<file path="src/rtl/ladybird_fetch_queue_if.sv">
// ---------------------------------------------------------------------------
// ladybird_fetch_queue_if
//  Bundles every non-clock/reset signal of the fetch queue:
//   redirect_valid/redirect_pc : pipeline flush and restart target
//   pc/pc_valid/pc_ready       : fetch request channel towards the IFU
//   inst/inst_valid/inst_pc    : IFU response channel (no backpressure)
//   out_inst/out_pc/out_valid/out_ready : instruction stream towards decode
//  master : the fetch queue itself
//  slave  : the environment (IFU, decode, redirect source)
// ---------------------------------------------------------------------------
interface ladybird_fetch_queue_if #(
  parameter int XLEN = 32
);
  logic            redirect_valid;
  logic [XLEN-1:0] redirect_pc;
  logic [XLEN-1:0] pc;
  logic            pc_valid;
  logic            pc_ready;
  logic [XLEN-1:0] inst;
  logic            inst_valid;
  logic [XLEN-1:0] inst_pc;
  logic [XLEN-1:0] out_inst;
  logic [XLEN-1:0] out_pc;
  logic            out_valid;
  logic            out_ready;

  modport master (
    input  redirect_valid, redirect_pc, pc_ready, inst, inst_valid, inst_pc, out_ready,
    output pc, pc_valid, out_inst, out_pc, out_valid
  );

  modport slave (
    output redirect_valid, redirect_pc, pc_ready, inst, inst_valid, inst_pc, out_ready,
    input  pc, pc_valid, out_inst, out_pc, out_valid
  );
endinterface

</file>
<file path="src/rtl/ladybird_fetch_queue.sv">
// ---------------------------------------------------------------------------
// ladybird_fetch_queue
//  Fetch control and instruction buffer in front of the IFU. Generates
//  sequential fetch PCs, issues them under a credit limit (in-flight plus
//  buffered never exceeds DEPTH), buffers IFU responses in a FIFO towards
//  decode, and discards responses made stale by a redirect.
// Ports
//  clk      : clock, all state updates on posedge
//  rst      : synchronous active-high reset
//  fetch_if : ladybird_fetch_queue_if.master (redirect, IFU request/response,
//             decode output)
// ---------------------------------------------------------------------------
module ladybird_fetch_queue #(
  parameter int              XLEN     = 32,
  parameter logic [XLEN-1:0] RESET_PC = 32'h0000_0000,
  parameter int              DEPTH    = 4
) (
  input logic                       clk,
  input logic                       rst,
  ladybird_fetch_queue_if.master    fetch_if
);

  localparam int CW = $clog2(DEPTH + 1);
  localparam int AW = $clog2(DEPTH);
  localparam logic [CW:0]     DEPTH_W = (CW + 1)'(DEPTH);
  localparam logic [CW-1:0]   CNT_ZERO = {CW{1'b0}};
  localparam logic [CW-1:0]   CNT_ONE  = CW'(1'b1);
  localparam logic [AW-1:0]   PTR_ZERO = {AW{1'b0}};
  localparam logic [AW-1:0]   PTR_ONE  = AW'(1'b1);
  localparam logic [XLEN-1:0] PC_STEP  = XLEN'(3'd4);

  logic [XLEN-1:0] pc_q, pc_d;
  logic [XLEN-1:0] redir_pc_q, redir_pc_d;
  logic            redir_pend_q, redir_pend_d;
  logic            held_q, held_d;
  logic [CW-1:0]   inflight_q, inflight_d;
  logic [CW-1:0]   count_q, count_d;
  logic [CW-1:0]   drop_cnt_q, drop_cnt_d;
  logic [AW-1:0]   wr_ptr_q, wr_ptr_d;
  logic [AW-1:0]   rd_ptr_q, rd_ptr_d;
  logic [XLEN-1:0] mem_inst_q [DEPTH];
  logic [XLEN-1:0] mem_pc_q   [DEPTH];

  logic            credit_ok_s;
  logic            pc_valid_s;
  logic            fire_s;
  logic            resp_s;
  logic            drop_dec_s;
  logic            push_s;
  logic            pop_s;
  logic [CW-1:0]   redir_drop_s;

  // Credit counts requests already in flight as well as buffered entries, so
  // every response always has a FIFO slot waiting for it.
  assign credit_ok_s = (({1'b0, inflight_q} + {1'b0, count_q}) < DEPTH_W);
  // A held request stays valid regardless of credit or redirect.
  assign pc_valid_s  = ~rst & (held_q | (credit_ok_s & ~fetch_if.redirect_valid));
  assign fire_s      = pc_valid_s & fetch_if.pc_ready;
  assign resp_s      = fetch_if.inst_valid;
  assign drop_dec_s  = resp_s & (drop_cnt_q != CNT_ZERO);
  assign push_s      = resp_s & (drop_cnt_q == CNT_ZERO) & ~fetch_if.redirect_valid;
  assign pop_s       = (count_q != CNT_ZERO) & fetch_if.out_ready;
  // Everything outstanding becomes stale, except a response retiring this cycle.
  assign redir_drop_s = inflight_q - CW'(resp_s);

  assign fetch_if.pc        = pc_q;
  assign fetch_if.pc_valid  = pc_valid_s;
  assign fetch_if.out_valid = (count_q != CNT_ZERO);
  assign fetch_if.out_inst  = mem_inst_q[rd_ptr_q];
  assign fetch_if.out_pc    = mem_pc_q[rd_ptr_q];

  // Next-state logic for fetch PC, redirect bookkeeping, counters and pointers.
  always_comb begin
    pc_d         = pc_q;
    redir_pc_d   = redir_pc_q;
    redir_pend_d = redir_pend_q;
    drop_cnt_d   = drop_cnt_q;
    held_d       = pc_valid_s & ~fetch_if.pc_ready;
    inflight_d   = inflight_q + CW'(fire_s) - CW'(resp_s);

    if (fetch_if.redirect_valid) begin
      if (fire_s) begin
        // Held request leaves now, but it was fetched down the old path.
        drop_cnt_d   = redir_drop_s + CNT_ONE;
        pc_d         = fetch_if.redirect_pc;
        redir_pend_d = 1'b0;
      end else if (held_q) begin
        // pc must stay stable until the handshake; park the target.
        drop_cnt_d   = redir_drop_s;
        redir_pc_d   = fetch_if.redirect_pc;
        redir_pend_d = 1'b1;
      end else begin
        drop_cnt_d   = redir_drop_s;
        pc_d         = fetch_if.redirect_pc;
        redir_pend_d = 1'b0;
      end
    end else begin
      if (fire_s) begin
        if (redir_pend_q) begin
          drop_cnt_d   = drop_cnt_q - CW'(drop_dec_s) + CNT_ONE;
          pc_d         = redir_pc_q;
          redir_pend_d = 1'b0;
        end else begin
          drop_cnt_d   = drop_cnt_q - CW'(drop_dec_s);
          pc_d         = pc_q + PC_STEP;
        end
      end else begin
        drop_cnt_d = drop_cnt_q - CW'(drop_dec_s);
      end
    end

    if (fetch_if.redirect_valid) begin
      count_d  = CNT_ZERO;
      wr_ptr_d = PTR_ZERO;
      rd_ptr_d = PTR_ZERO;
    end else begin
      count_d  = count_q + CW'(push_s) - CW'(pop_s);
      wr_ptr_d = push_s ? (wr_ptr_q + PTR_ONE) : wr_ptr_q;
      rd_ptr_d = pop_s ? (rd_ptr_q + PTR_ONE) : rd_ptr_q;
    end
  end

  // Control state registers with synchronous reset.
  always_ff @(posedge clk) begin
    if (rst) begin
      pc_q         <= RESET_PC;
      redir_pc_q   <= RESET_PC;
      redir_pend_q <= 1'b0;
      held_q       <= 1'b0;
      inflight_q   <= CNT_ZERO;
      count_q      <= CNT_ZERO;
      drop_cnt_q   <= CNT_ZERO;
      wr_ptr_q     <= PTR_ZERO;
      rd_ptr_q     <= PTR_ZERO;
    end else begin
      pc_q         <= pc_d;
      redir_pc_q   <= redir_pc_d;
      redir_pend_q <= redir_pend_d;
      held_q       <= held_d;
      inflight_q   <= inflight_d;
      count_q      <= count_d;
      drop_cnt_q   <= drop_cnt_d;
      wr_ptr_q     <= wr_ptr_d;
      rd_ptr_q     <= rd_ptr_d;
    end
  end

  // FIFO storage; contents are only observed while count_q is non-zero.
  always_ff @(posedge clk) begin
    if (push_s) begin
      mem_inst_q[wr_ptr_q] <= fetch_if.inst;
      mem_pc_q[wr_ptr_q]   <= fetch_if.inst_pc;
    end
  end

endmodule
</file>
<file path="src/flat_wrapper.sv">
// flat-port wrapper written by rule: the top's interface ports become plain ports
module ladybird_fetch_queue_flat 
#(
  parameter int              XLEN     = 32,
  parameter logic [XLEN-1:0] RESET_PC = 32'h0000_0000,
  parameter int              DEPTH    = 4
)
  (clk, rst, fetch_if_redirect_valid, fetch_if_redirect_pc, fetch_if_pc_ready, fetch_if_inst, fetch_if_inst_valid, fetch_if_inst_pc, fetch_if_out_ready, fetch_if_pc, fetch_if_pc_valid, fetch_if_out_inst, fetch_if_out_pc, fetch_if_out_valid);
  ladybird_fetch_queue_if #(.XLEN(XLEN)) fetch_if_i ();
  input logic clk;
  input logic rst;
  input wire logic [$bits(fetch_if_i.redirect_valid)-1:0] fetch_if_redirect_valid;
  input wire logic [$bits(fetch_if_i.redirect_pc)-1:0] fetch_if_redirect_pc;
  input wire logic [$bits(fetch_if_i.pc_ready)-1:0] fetch_if_pc_ready;
  input wire logic [$bits(fetch_if_i.inst)-1:0] fetch_if_inst;
  input wire logic [$bits(fetch_if_i.inst_valid)-1:0] fetch_if_inst_valid;
  input wire logic [$bits(fetch_if_i.inst_pc)-1:0] fetch_if_inst_pc;
  input wire logic [$bits(fetch_if_i.out_ready)-1:0] fetch_if_out_ready;
  output wire logic [$bits(fetch_if_i.pc)-1:0] fetch_if_pc;
  output wire logic [$bits(fetch_if_i.pc_valid)-1:0] fetch_if_pc_valid;
  output wire logic [$bits(fetch_if_i.out_inst)-1:0] fetch_if_out_inst;
  output wire logic [$bits(fetch_if_i.out_pc)-1:0] fetch_if_out_pc;
  output wire logic [$bits(fetch_if_i.out_valid)-1:0] fetch_if_out_valid;
  assign fetch_if_i.redirect_valid = fetch_if_redirect_valid;
  assign fetch_if_i.redirect_pc = fetch_if_redirect_pc;
  assign fetch_if_i.pc_ready = fetch_if_pc_ready;
  assign fetch_if_i.inst = fetch_if_inst;
  assign fetch_if_i.inst_valid = fetch_if_inst_valid;
  assign fetch_if_i.inst_pc = fetch_if_inst_pc;
  assign fetch_if_i.out_ready = fetch_if_out_ready;
  assign fetch_if_pc = fetch_if_i.pc;
  assign fetch_if_pc_valid = fetch_if_i.pc_valid;
  assign fetch_if_out_inst = fetch_if_i.out_inst;
  assign fetch_if_out_pc = fetch_if_i.out_pc;
  assign fetch_if_out_valid = fetch_if_i.out_valid;
  ladybird_fetch_queue #(.XLEN(XLEN), .RESET_PC(RESET_PC), .DEPTH(DEPTH)) u_core (.clk(clk), .rst(rst), .fetch_if(fetch_if_i));
endmodule
</file>
<file path="config.mk">
export PLATFORM = sky130hd
export DESIGN_NAME = ladybird_fetch_queue_flat
export DESIGN_NICKNAME = d
export VERILOG_FILES = /design/src/rtl/ladybird_fetch_queue_if.sv /design/src/rtl/ladybird_fetch_queue.sv /design/src/flat_wrapper.sv
export SDC_FILE = /design/constraint.sdc
export NUM_CORES = 1
export LEC_CHECK = 0
export BUFFER_PORTS_ARGS = -buffer_cell sky130_fd_sc_hd__clkbuf_2
export CAP_MARGIN = 20
export CORE_ASPECT_RATIO = 0.75
export CORE_UTILIZATION = 35
export CTS_CLUSTER_DIAMETER = 60
export DETAILED_ROUTE_END_ITERATION = 10
export PLACE_DENSITY = 0.65
export SYNTH_ARGS = -nofsm -noshare
export SYNTH_HDL_FRONTEND = slang
export SYNTH_SLANG_ARGS = --single-unit
</file>
<file path="constraint.sdc">
create_clock -name clk -period 3 [get_ports clk]
set_input_delay 0 -clock clk [delete_from_list [all_inputs] [get_ports clk]]
set_output_delay 0 -clock clk [all_outputs]
set_load 0.05 [all_outputs]
</file>
==> flow_metrics.env, run 1 <==
export IMPL_post_drt_wl_per_cell_um=18.23
export IMPL_period_share_pct=86.17
export IMPL_hold_path_depth=2
export IMPL_cts_tree="yes"
export IMPL_drt_total_wl_um=32490
export IMPL_track_usage_pct=16.24
export IMPL_slew_violations=0
export IMPL_core_um2=38480
export IMPL_status="finished clean"
export IMPL_crit_arrival_ps=3010
export IMPL_fill_cells=3428
export IMPL_layout_min_cycle_time_ps=2585
export IMPL_async_flop_share_pct=0
export IMPL_synthCells=937
export IMPL_p_per_area_nw_per_um2=652.2
export IMPL_setup_violations_final=0
export IMPL_yosysWarnings=0
export IMPL_antenna_found_initial=0
export IMPL_min_delay_start="fetch_if_inst_pc[15]"
export IMPL_ant_nets=0
export IMPL_clock_sinks=337
export IMPL_fin_skew_ps=16.70
export IMPL_yosys_cell_types_count=58
export IMPL_fmax_ghz=0.3868
export IMPL_final_setup_tns_ps=0
export IMPL_diodes=0
export IMPL_r2r_end="u_core.inflight_q[2]"
export IMPL_die_area_um2=40030
export IMPL_grt_pass1_vias=9030
export IMPL_avgSynthCellArea_um2=14.65
export IMPL_gr_total_overflow=0
export IMPL_vdd_drop_max_mv=0.4414
export IMPL_path_cells="ha_1, nor4_1, a21oi_1, nor2_1, ha_1, inv_1, fa_1, xnor2_1, nor2_1"
export IMPL_worst_slew_pin_slew_ps=728.4
export IMPL_crit_path_max_incr_delay_ps=390
export IMPL_slew_headroom_pct=51.44
export IMPL_power_total_mw=11.50
export IMPL_routabilityCongestion=0.7848
export IMPL_synth_seq_cells=337
export IMPL_rsz0062_at_grt="false"
export IMPL_static_leakage_power_nw=6.199
export IMPL_crit_slowest_cell="dfxtp_1"
export IMPL_path_class="flop to flop"
export IMPL_nets=1363
export IMPL_grt_pass1_wl_um=51080
export IMPL_detailed_place_hpwl_um=20290
export IMPL_syn_cell_area_um2=13730
export IMPL_crit_fanout=5
export IMPL_ys_flop_type="edfxtp_1"
export IMPL_hp_class="input port to flop"
export IMPL_chipHeight_um=173.5
export IMPL_hold_violations=0
export IMPL_synth_edf_count=256
export IMPL_finalNonFillerCells=1782
export IMPL_ctsHoldBuffers=103
export IMPL_ys_seq_area_share_pct=67.80
export IMPL_synth_most_common_cell="edfxtp_1"
export IMPL_vias=8979
export IMPL_drc=0
export IMPL_cp_end_kind="flop"
export IMPL_drive_above_1_share_pct=27.64
export IMPL_drt_pass1_iterations=5
export IMPL_clockBufferDepth=3
export IMPL_numCtsBuffers=37
export IMPL_h_tree_depth=2
export IMPL_areaGrowthSynthToFinish_pct=28.41
export IMPL_worstSkewPairLatency_ps=530
export IMPL_via_per_inst=5.039
export IMPL_rows=62
export IMPL_die_w_um=230.7
export IMPL_ios=200
export IMPL_grt_max_degree=64
export IMPL_rrSetupSlack_ps=420
export IMPL_startpoint_type="flop"
export IMPL_critical_path_required_ps=3420
export IMPL_start_util_pct=35.68
export IMPL_cts_resized_gates=0
export IMPL_numPlacedInstances=1612
export IMPL_drt_initial_drc_count=625
export IMPL_synthTopCellsByCount="edfxtp_1 (256), nand2_1 (102), dfxtp_1 (81), a21oi_1 (78), mux4_2 (64)"
export IMPL_maxCapViolCount=0
export IMPL_numPortBuffers=199
export IMPL_crit_reg2reg_launch="u_core.inflight_q[2]"
export IMPL_synth_top_cells_by_area="edfxtp_1 (56%), dfxtp_1 (12%), mux4_2 (10%)"
export IMPL_synth_nets=1058
export IMPL_synth_top_area_cell="edfxtp_1"
export IMPL_clockRootBuffer="clkbuf_16"
export IMPL_reg2reg_depth=9
export IMPL_postCtsSetupBuffers=0
export IMPL_clk_pin_slew_worst_paths_ps=60
export IMPL_holdPathEnd="u_core.mem_pc_q[2][15]"
export IMPL_synth_top_area_share_pct=55.99
stage by stage:
| stage | utilization (%) | setup slack (ps) | hold WS (ps) | instance area, µm² |
|---|---|---|---|---|
| global placement | 40.06 | 542.3 | 196.6 | 15410 |
| global route | 45.82 | 255.4 | 210.4 | 17630 |
| detailed placement | 40.06 | 440.8 | 200.4 | 15410 |
| CTS | 45.82 | 432.7 | 197.4 | 17630 |
| finish | 45.82 | 415.0 | 228.0 | 17630 |
| floorplan | - | 133.0 | 79.31 | 13730 |
where the power goes:
group	switching [mW]	leakage [nW]	total [mW]	internal (mW)
clock	1.85	0.579	4.39	2.54
combinational	1.14	2.65	1.73	0.592
sequential	0.145	2.98	5.37	5.23
total	3.14	6.20	11.5	8.36
sequential cells by signal, indices dropped and copies added (netlist names), 3 cells and up, named ones only:
| name | flops |
|---|---|
| u_core.count_q | 3 |
| u_core.drop_cnt_q | 3 |
| u_core.fetch_if.pc | 32 |
| u_core.mem_inst_q | 128 |
| u_core.inflight_q | 3 |
| u_core.redir_pc_q | 32 |
| u_core.mem_pc_q | 128 |
kinds of logic (layout without fill, tap and decap cells):
kind of cell / after synthesis / count (layout) / share of synthesized area [%]
mux: 72 / 72 / 11.08
buf+inv: 86 / 419 / 2.406
xor+xnor: 18 / 18 / 1.148
simple gates: 231 / 231 / 7.965
flops: 337 / 337 / 67.80
compound gates: 174 / 174 / 7.755
fa+ha+maj: 19 / 19 / 1.841
layout by cell type (no fill, tap or decap), drive strengths merged, types with 3 or more instances in the layout:
| cell type | synthesis | routed |
|---|---|---|
| nand3 | 16 | 16 |
| ha | 17 | 17 |
| a21o | 3 | 3 |
| nand2 | 102 | 102 |
| dlygate4sd3 | 0 | 103 |
| xnor2 | 8 | 8 |
| or2 | 3 | 3 |
| nor2 | 35 | 35 |
| o32ai | 3 | 3 |
| and3 | 16 | 16 |
| nor4 | 7 | 7 |
| mux2i | 8 | 8 |
| a311oi | 3 | 3 |
| a221oi | 4 | 4 |
| or3 | 4 | 4 |
| o211ai | 8 | 8 |
| nor3 | 11 | 11 |
| inv | 30 | 34 |
| a21oi | 78 | 78 |
| nand2b | 9 | 9 |
| dfxtp | 81 | 81 |
| xor2 | 10 | 10 |
| mux4 | 64 | 64 |
| clkinv | 0 | 12 |
| o31ai | 4 | 4 |
| nor2b | 4 | 4 |
| and2 | 6 | 6 |
| edfxtp | 256 | 256 |
| buf | 13 | 20 |
| o21ai | 33 | 33 |
| or4 | 3 | 3 |
| clkbuf | 43 | 248 |
| nand4 | 10 | 10 |
| a211oi | 15 | 15 |
cell type report:
cell class	instances	area (µm²)	share of cell area (%)
Timing Repair Buffer	322	2265	12.85
Sequential cell	337	9318	52.85
Multi-Input combinational cell	514	4108	23.30
Clock buffer	49	1032	5.855
Tap cell	512	640.6	3.634
Inverter	30	112.6	0.6388
Clock inverter	18	153.9	0.8730
worst max-delay path: cells and delay by family, from the launching register on:
family	cells	cell delay (ps)
AO/OA/AOI/OAI	1	250
adder cells (fa/ha/maj)	3	830
buffers and inverters	1	50
XOR/XNOR	1	180
AND/OR/NAND/NOR	3	770
flip-flops	1	390
worst max path at each step:
stage                          from                      end  slack, ps  depth (start not counted)
3_3_place_gp   u_core.inflight_q[2]     u_core.inflight_q[2]        540                          9
6_report       u_core.inflight_q[2]     u_core.inflight_q[2]        420                          9
2_1_floorplan  u_core.drop_cnt_q[1]  u_core.mem_inst_q[0][0]        130                          4
4_1_cts        u_core.inflight_q[2]     u_core.inflight_q[2]        430                          9
3_5_place_dp   u_core.inflight_q[2]     u_core.inflight_q[2]        440                          9
5_1_grt        u_core.inflight_q[2]     u_core.inflight_q[2]        260                          9
routing by layer:
layer	global-route usage [%]	wire (µm)	part of all wire, %
met5	0	0	0
met4	4.332	621	1.9
met3	3.832	2362	7.3
met2	25.83	15000	46
met1	22.31	14510	45
(Power assumes the default switching activity.)
==> run 2, diff against run 1 <==
==> constraint.sdc (replaced) <==
create_clock -name clk -period 3 [get_ports clk]
set_input_delay 0.6 -clock clk [delete_from_list [all_inputs] [get_ports clk]]
set_output_delay 0.6 -clock clk [all_outputs]
set_load 0.05 [all_outputs]
==> flow_metrics.env, run 2 (synthesized netlist as in run 1, its figures left out) <==
export IMPL_status="finished clean"
export IMPL_power_frac_comb_pct=14.6
export IMPL_final_cell_mix="edfxtp_1 (256), clkbuf_2 (198), nand2_1 (102), a21oi_1 (78), dfxtp_1 (78)"
export IMPL_chipHeight_um=173.5
export IMPL_vias=8702
export IMPL_fin_skew_ps=14.76
export IMPL_core_um2=38480
export IMPL_cp_end_kind="output pin"
export IMPL_detailed_place_hpwl_um=21150
export IMPL_crit_arrival_ps=2190
export IMPL_clockRootBuffer="clkbuf_16"
export IMPL_nets=1276
export IMPL_worstSkewPairLatency_ps=540
export IMPL_hp_class="input port to flop"
export IMPL_rrSetupSlack_ps=460
export IMPL_period_share_pct=92.85
export IMPL_rows=62
export IMPL_hold_violations=0
export IMPL_clk_pin_slew_worst_paths_ps=60
export IMPL_final_setup_tns_ps=0
export IMPL_switching_power_mw=3.180
export IMPL_areaGrowthSynthToFinish_pct=22.18
export IMPL_ant_nets=0
export IMPL_crit_fanout=5
export IMPL_p_per_area_nw_per_um2=684.5
export IMPL_critical_path_required_ps=2400
export IMPL_numPortBuffers=199
export IMPL_h_tree_depth=2
export IMPL_clock_power_share_pct=38.6
export IMPL_grt_max_degree=68
export IMPL_die_area_um2=40030
export IMPL_slew_headroom_pct=47.57
export IMPL_top_regs="u_core.mem_inst_q: 128 flops, u_core.mem_pc_q: 128 flops"
export IMPL_seqCellArea_um2=9315
export IMPL_slew_violations=0
export IMPL_drt_initial_drc_count=660
export IMPL_gr_total_overflow=0
export IMPL_start_util_pct=35.68
export IMPL_power_total_mw=11.48
export IMPL_drt_pass1_iterations=5
export IMPL_startpoint_type="flop"
export IMPL_reg2reg_depth=9
export IMPL_fill_cells=3526
export IMPL_ios=200
export IMPL_path_class="flop to output pin"
export IMPL_rsz0062_at_grt="false"
export IMPL_static_leakage_power_nw=5.868
export IMPL_clockBufferDepth=3
export IMPL_multi_input_area_um2=4111
export IMPL_hold_path_depth=2
export IMPL_layout_min_cycle_time_ps=2786
export IMPL_numPlacedInstances=1619
export IMPL_maxCapViolCount=0
export IMPL_p_seq_share_pct=46.8
export IMPL_worst_slew_pin_slew_ps=786.5
export IMPL_antenna_found_initial=5
export IMPL_track_usage_pct=16.33
export IMPL_p_sw_share_pct=27.70
export IMPL_setup_violations_final=0
export IMPL_grt_pass1_vias=8714
export IMPL_drt_total_wl_um=32770
export IMPL_via_per_inst=5.128
export IMPL_layout_commonest_cell="edfxtp_1"
export IMPL_routabilityCongestion=0.7919
export IMPL_p_int_mw=8.301
export IMPL_post_drt_wl_per_cell_um=19.31
export IMPL_ctsHoldBuffers=0
export IMPL_grt_pass1_wl_um=50740
export IMPL_finalNonFillerCells=1697
export IMPL_clock_sinks=337
export IMPL_numCtsBuffers=37
export IMPL_vdd_drop_max_mv=0.3492
export IMPL_cts_tree="yes"
export IMPL_fmax_ghz=0.3590
export IMPL_die_w_um=230.7
export IMPL_drc=0
export IMPL_drive_above_1_share_pct=31.28
==> run 2: through the flow <==
stage / area, µm² / worst slack (ps) / hold WS (ps) / util, %
after floorplan: 13730 / 332.6 / 431.2 / -
after global placement: 15490 / 422.5 / 437.9 / 40.25
after detailed placement: 15490 / 360.1 / 442.8 / 40.25
after CTS: 16700 / 60.84 / 209.1 / 43.39
after global routing: 16770 / 91.71 / 226.2 / 43.58
final: 16770 / 214.5 / 234.4 / 43.60
==> run 2: final timing paths <==
kind                         startpoint               endpoint
setup / recovery   u_core.inflight_q[2]      fetch_if_pc_valid
hold / removal        fetch_if_pc_ready          u_core.held_q
setup reg to reg   u_core.inflight_q[2]   u_core.inflight_q[2]
hold reg to reg   u_core.redir_pc_q[30]  u_core.redir_pc_q[30]
==> run 2: routing by layer <==
layer | GRT usage [%] | up-vias | wire length, µm
li1 | - | 4042 | -
met1 | 21.85 | 4352 | 14130
met2 | 26.23 | 262 | 15650
met3 | 4.638 | 40 | 2461
met4 | 3.918 | 6 | 482
met5 | 0 | - | 45
==> run 2: power groups by stage <==
stage               clock (mW)  combinational [mW]  sequential, mW
finish                    4.44                1.68            5.37
global route              4.73                1.81            5.39
CTS                       4.56                1.68            5.37
detailed placement           0                1.67            5.47
global placement             0                1.65            5.46
floorplan                    0                1.03            5.58
==> run 2: layout make-up <==
class | count | area share (%)
flip-flops and latches | 337 | 55.53
multi-input cells | 514 | 24.51
repair buffers | 235 | 8.234
clock buffers | 47 | 6.042
well taps | 512 | 3.819
clock inverters | 20 | 1.164
inverters | 30 | 0.6713
diodes | 2 | 0.02984
==> run 2: worst max-delay path: stages, from the launching register on <==
cell and delay (ps):
dfxtp_1 390, ha_1 270, nor4_2 340, a21oi_1 220, nor2_1 240, buf_12 170
==> run 2: timing repair <==
action	CTS	global route
resized for setup	0	1
endpoints found under the hold margin	0	0
setup buffers	0	9
endpoints found under the setup margin	0	3
